$ cat src/rtl/operand_fetch_stage_pkg.sv
// Shared widths, RV32I opcode encodings and the ID/EX bundle
// used by the operand-fetch stage.
package operand_fetch_stage_pkg;

  localparam int REGISTER_WIDTH = 32;
  localparam int REGISTER_DEPTH = 32;
  localparam int AW = $clog2(REGISTER_DEPTH);

  typedef enum logic [6:0] {
    OP     = 7'b0110011,
    OP_IMM = 7'b0010011,
    LOAD   = 7'b0000011,
    STORE  = 7'b0100011,
    BRANCH = 7'b1100011,
    JAL    = 7'b1101111,
    JALR   = 7'b1100111,
    LUI    = 7'b0110111,
    AUIPC  = 7'b0010111
  } opcode_t;

  typedef struct packed {
    logic [31:0]               pc;
    logic [31:0]               instr;
    logic [REGISTER_WIDTH-1:0] rs1_data;
    logic [REGISTER_WIDTH-1:0] rs2_data;
    logic [AW-1:0]             rd;
  } id_ex_t;

endpackage

$ cat src/rtl/operand_fetch_stage_forward_mux.sv
// Per-operand bypass select: EX, then MEM, then the RF write
// port, then the RF read data; x0 always reads as zero.
module forward_mux
  import operand_fetch_stage_pkg::*;
(
  input  logic [AW-1:0]             rs,
  input  logic [REGISTER_WIDTH-1:0] rf_data,
  input  logic                      ex_valid,
  input  logic                      ex_is_load,
  input  logic [AW-1:0]             ex_rd,
  input  logic [REGISTER_WIDTH-1:0] ex_data,
  input  logic                      mem_valid,
  input  logic [AW-1:0]             mem_rd,
  input  logic [REGISTER_WIDTH-1:0] mem_data,
  input  logic                      wb_write_enable,
  input  logic [AW-1:0]             wb_write_address,
  input  logic [REGISTER_WIDTH-1:0] wb_write_data,
  output logic [REGISTER_WIDTH-1:0] operand
);

  logic nz;
  logic hit_ex;
  logic hit_mem;
  logic hit_wb;

  assign nz      = (rs != '0);
  assign hit_ex  = nz && ex_valid && !ex_is_load
                   && (ex_rd == rs);
  assign hit_mem = nz && mem_valid && (mem_rd == rs);
  assign hit_wb  = nz && wb_write_enable
                   && (wb_write_address == rs);

  always_comb begin
    operand = rf_data;
    if (!nz)          operand = '0;
    else if (hit_ex)  operand = ex_data;
    else if (hit_mem) operand = mem_data;
    else if (hit_wb)  operand = wb_write_data;
  end

endmodule

$ cat src/rtl/operand_fetch_stage.sv
// Decode/operand-fetch stage: RF read, EX/MEM/WB bypass,
// load-use stall and a handshaked ID/EX register.
module operand_fetch_stage
  import operand_fetch_stage_pkg::*;
(
  input  logic                      clk,
  input  logic                      rst,
  input  logic                      in_valid,
  output logic                      in_ready,
  input  logic [31:0]               in_pc,
  input  logic [31:0]               in_instr,
  input  logic                      flush,
  output logic                      rf_read_enable,
  output logic [AW-1:0]             rf_read_address_1,
  output logic [AW-1:0]             rf_read_address_2,
  input  logic [REGISTER_WIDTH-1:0] rf_read_data_1,
  input  logic [REGISTER_WIDTH-1:0] rf_read_data_2,
  input  logic                      ex_valid,
  input  logic                      ex_is_load,
  input  logic [AW-1:0]             ex_rd,
  input  logic [REGISTER_WIDTH-1:0] ex_data,
  input  logic                      mem_valid,
  input  logic [AW-1:0]             mem_rd,
  input  logic [REGISTER_WIDTH-1:0] mem_data,
  input  logic                      wb_write_enable,
  input  logic [AW-1:0]             wb_write_address,
  input  logic [REGISTER_WIDTH-1:0] wb_write_data,
  output logic                      out_valid,
  input  logic                      out_ready,
  output logic [31:0]               out_pc,
  output logic [31:0]               out_instr,
  output logic [REGISTER_WIDTH-1:0] out_rs1_data,
  output logic [REGISTER_WIDTH-1:0] out_rs2_data,
  output logic [AW-1:0]             out_rd
);

  logic [6:0]                op;
  logic [AW-1:0]             rs1;
  logic [AW-1:0]             rs2;
  logic                      use_rs1;
  logic                      use_rs2;
  logic                      load_use;
  logic                      advance;
  logic                      accept;
  logic [REGISTER_WIDTH-1:0] op1;
  logic [REGISTER_WIDTH-1:0] op2;

  logic   valid_d, valid_q;
  id_ex_t stage_d, stage_q;

  assign op  = in_instr[6:0];
  assign rs1 = in_instr[15 +: AW];
  assign rs2 = in_instr[20 +: AW];

  always_comb begin
    use_rs1 = 1'b1;
    use_rs2 = 1'b0;
    case (op)
      LUI, AUIPC, JAL:   use_rs1 = 1'b0;
      OP, STORE, BRANCH: use_rs2 = 1'b1;
      default: ;
    endcase
  end

  // A load in EX has no data yet; wait one cycle for MEM bypass.
  assign load_use = ex_valid && ex_is_load
                    && (ex_rd != '0)
                    && ((use_rs1 && ex_rd == rs1)
                     || (use_rs2 && ex_rd == rs2));

  assign advance  = !valid_q || out_ready;
  assign in_ready = flush || (!load_use && advance);
  assign accept   = in_valid && in_ready;

  assign rf_read_enable    = in_valid;
  assign rf_read_address_1 = rs1;
  assign rf_read_address_2 = rs2;

  forward_mux u_fwd_rs1 (
    .rs               (rs1),
    .rf_data          (rf_read_data_1),
    .ex_valid         (ex_valid),
    .ex_is_load       (ex_is_load),
    .ex_rd            (ex_rd),
    .ex_data          (ex_data),
    .mem_valid        (mem_valid),
    .mem_rd           (mem_rd),
    .mem_data         (mem_data),
    .wb_write_enable  (wb_write_enable),
    .wb_write_address (wb_write_address),
    .wb_write_data    (wb_write_data),
    .operand          (op1)
  );

  forward_mux u_fwd_rs2 (
    .rs               (rs2),
    .rf_data          (rf_read_data_2),
    .ex_valid         (ex_valid),
    .ex_is_load       (ex_is_load),
    .ex_rd            (ex_rd),
    .ex_data          (ex_data),
    .mem_valid        (mem_valid),
    .mem_rd           (mem_rd),
    .mem_data         (mem_data),
    .wb_write_enable  (wb_write_enable),
    .wb_write_address (wb_write_address),
    .wb_write_data    (wb_write_data),
    .operand          (op2)
  );

  always_comb begin
    valid_d = valid_q;
    stage_d = stage_q;
    if (flush) begin
      valid_d = 1'b0;
    end else if (accept) begin
      valid_d           = 1'b1;
      stage_d.pc        = in_pc;
      stage_d.instr     = in_instr;
      stage_d.rs1_data  = op1;
      stage_d.rs2_data  = op2;
      stage_d.rd        = in_instr[7 +: AW];
    end else if (advance) begin
      valid_d = 1'b0;
    end
  end

  always_ff @(posedge clk) begin
    if (rst) begin
      valid_q <= 1'b0;
      stage_q <= '0;
    end else begin
      valid_q <= valid_d;
      stage_q <= stage_d;
    end
  end

  assign out_valid    = valid_q;
  assign out_pc       = stage_q.pc;
  assign out_instr    = stage_q.instr;
  assign out_rs1_data = stage_q.rs1_data;
  assign out_rs2_data = stage_q.rs2_data;
  assign out_rd       = stage_q.rd;

endmodule
$ cat config.mk
export PLATFORM = sky130hd
export DESIGN_NAME = operand_fetch_stage
export DESIGN_NICKNAME = d
export VERILOG_FILES = /design/src/rtl/operand_fetch_stage_pkg.sv /design/src/rtl/operand_fetch_stage_forward_mux.sv /design/src/rtl/operand_fetch_stage.sv
export SDC_FILE = /design/constraint.sdc
export NUM_CORES = 1
export LEC_CHECK = 0
export BUFFER_PORTS_ARGS = -buffer_cell sky130_fd_sc_hd__buf_4
export CORE_AREA = 2 2 154 156
export DETAILED_ROUTE_END_ITERATION = 10
export DIE_AREA = 0 0 156 158
export PLACE_DENSITY_LB_ADDON = 0.2
export SYNTH_ARGS = -nofsm -noshare
export SYNTH_HDL_FRONTEND = slang
export SYNTH_SLANG_ARGS = --single-unit
$ cat constraint.sdc
create_clock -name clk -period 7.02 [get_ports clk]
set_clock_uncertainty 0.15 [all_clocks]
set_input_delay 1.404 -clock clk [delete_from_list [all_inputs] [get_ports clk]]
set_output_delay 1.404 -clock clk [all_outputs]
set_load 0.01 [all_outputs]
==> results.sh <==
export IMPL_ctsRootBufferMaster="clkbuf_16"
export IMPL_io_buffers=393
export IMPL_critPathMaxStageDelay_ns=0.67
export IMPL_power_switching_uw=588
export IMPL_yosysUniqueCellTypes=41
export IMPL_routed_via_count=7685
export IMPL_seqPwrFrac=0.368
export IMPL_grt_max_degree=92
export IMPL_design_core_area_um2=23100
export IMPL_clock_path_buffers=2
export IMPL_place_hpwl_mm=21.2
export IMPL_dp_slack_ns=2.25
export IMPL_cts_hold_fix_buffers=0
export IMPL_fill_cells=2290
export IMPL_power_frac_comb=0.196
export IMPL_wirelength_mm=29.6
export IMPL_wl_met3_mm=2.49
export IMPL_wl_met2_mm=14.3
export IMPL_fin_util=0.473
export IMPL_synth_enable_flop_cells=0
export IMPL_track_usage=0.231
export IMPL_ioPinCount=394
export IMPL_yosysWarnings=0
export IMPL_synth_top_area_share=0.350
export IMPL_cp_start_kind="primary input"
export IMPL_avgSynthCellArea_um2=8.95
export IMPL_synth_cells=824
export IMPL_first_iter_violations=303
export IMPL_finalCritPeriodShare=0.679
export IMPL_rows=56
export IMPL_synth_net_count=1072
export IMPL_clkPwrFrac=0.436
export IMPL_slowest_stage="o41ai_2"
export IMPL_cap_violations=0
export IMPL_vias_per_cell=5.29
export IMPL_worstSetupStartpoint="in_instr[15]"
export IMPL_clock_latency_ns=0.41
export IMPL_final_cell_mix="buf_4, dfxtp_1, mux2i_1"
export IMPL_drv_slew=0
export IMPL_gp_congestion=0.873
export IMPL_p_total_uw=2150
export IMPL_diodes=0
export IMPL_worst_pin_slew_ns=1.03
export IMPL_hold_path_class="flip-flop to flip-flop"
export IMPL_cts_resized=0
export IMPL_path_clk_slew_ns=0.07
export IMPL_yosys_most_used_dff="dfxtp_1"
export IMPL_hold_viol=0
export IMPL_routed_top_layer="met5"
export IMPL_mostFrequentLayoutCell="buf_4"
export IMPL_start_util=0.320
export IMPL_power_density_nw_per_um2=197
export IMPL_first_global_vias=7635
export IMPL_synth_seq_area_share=0.350
export IMPL_slew_headroom=0.314
export IMPL_die_h_um=158
export IMPL_critPathMaxFanout=8
export IMPL_cts_buffers=17
export IMPL_path_cells="buf_4 -> xnor2_1 -> nand4_1 -> o41ai_2 -> nor2_1 -> or2_2 -> buf_4"
export IMPL_fin_crit_ns=4.76
export IMPL_p_leak_uw=0.00482
export IMPL_cts_tree="yes"
export IMPL_worstPathArrival_ns=3.21
export IMPL_grt_pass1_wl_mm=43.5
export IMPL_r2r_start="out_valid"
export IMPL_hold_start="out_rs2_data[20]"
export IMPL_drt_drc_violations_left=0
export IMPL_ys_ff_latch=129
export IMPL_overflow=0
export IMPL_synth_top_area_cell="dfxtp_1"
export IMPL_postCtsSetupBuffers=0
export IMPL_setup_ws_ns=2.26
export IMPL_fp_dieW_um=156
export IMPL_finalSetupViolCount=0
export IMPL_area_delta_synth_final_pct=47.9
export IMPL_drive_gt1_frac=0.418
export IMPL_crit_path_frequent_cell="buf_4"
export IMPL_p_sw_frac=0.273
export IMPL_netlist_area_um2=7370
export IMPL_synthArstFlopShare=0
export IMPL_wl_per_cell_um=20.3
export IMPL_end_kind="output pin"
export IMPL_crit_required_ns=5.47
export IMPL_status="completed"
export IMPL_wl_met1_mm=12.1
export IMPL_dr_pass1_iters=4
export IMPL_synth_area_top_cells="dfxtp_1, mux2i_1, mux2_2, nand2b_1, o22ai_1"
export IMPL_antenna_found_initial=1
export IMPL_vdd_ir_drop_max_mv=0.125
export IMPL_rsz0062_at_grt="false"
export IMPL_cts_htree_levels=4
export IMPL_die_area_um2=24600
export IMPL_nNetsFinal=1399
export IMPL_fmax_mhz=210
export IMPL_cts_sinks=129
export IMPL_fin_tns_setup_ns=0
export IMPL_detail_route_antenna_nets=0
export IMPL_path_class="primary input to output pin"
export IMPL_p_int_uw=1560
==> Yosys cell counts (20+ instances only) <==
| master | count |
|---|---|
| nor3b_1 | 20 |
| a221oi_1 | 25 |
| nor3_1 | 34 |
| o22ai_1 | 45 |
| mux2_2 | 32 |
| nand2b_1 | 48 |
| nor2_1 | 69 |
| buf_2 | 26 |
| clkbuf_1 | 36 |
| nand2_1 | 56 |
| dfxtp_1 | 129 |
| nand4_1 | 36 |
| buf_4 | 24 |
| mux2i_1 | 96 |
==> worst max-delay path: cells and delay by family <==
kind                      cells  cell delay [ns]
and+or+nand+nor               3             0.69
AOI/OAI and AO/OA             1             0.67
buffers and inverters         2             0.30
xor gates and xnor gates      1             0.16
==> layout make-up <==
type                    count  area (um^2)  share of cell area
clock inverters            14          179              0.0164
clock buffers              18          429              0.0394
multi-input cells         596         4300               0.394
repair buffers            407         3060               0.280
well taps                 290          363              0.0333
flip-flops and latches    129         2580               0.237
==> registers in the layout (all words and copies together) (netlist names) <==
register,cells
out_instr,32
out_rs2_data,32
out_rs1_data,32
out_pc,32
out_valid,1
==> logic make-up (layout without fill, tap and decap cells) <==
family | after synthesis | after routing | share of synthesized area
XOR/XNOR | 28 | 28 | 0.0333
multiplexers | 128 | 128 | 0.179
buffers and inverters | 99 | 439 | 0.0747
AND/OR/NAND/NOR | 305 | 305 | 0.220
AO/OA/AOI/OAI | 135 | 135 | 0.143
flip-flops | 129 | 129 | 0.350
==> power groups by stage <==
stage	registers, uW	logic (uW)	clock network, uW
after floorplan	823	178	0
after global placement	808	422	0
after detailed placement	808	424	0
after CTS	793	425	960
after global routing	797	453	999
final	793	421	938
==> routing by layer <==
metal	up-vias	GRT usage
li1	3644	-
met1	3667	0.272
met2	331	0.396
met3	41	0.0717
met4	2	0.0865
met5	-	0
==> path summary, 6_finish.rpt <==
check | to | slack [ns] | depth (start not counted)
max reg2reg | out_rs1_data[31] | 4.92 | 4
min | out_rs2_data[20] | 0.34 | 2
min reg2reg | out_rs2_data[20] | 0.34 | 2
max | in_ready | 2.26 | 7
==> per-stage QoR <==
step	hold WS (ns)	std cells	cell area, um^2
2_1_floorplan	0.354	824	7370
3_3_place_gp	0.322	1422	10300
3_5_place_dp	0.325	1422	10300
4_1_cts	0.338	1454	10900
5_1_grt	0.355	1454	10900
6_report	0.335	1454	10900
No activity file was read; power rests on OpenSTA's default activity.
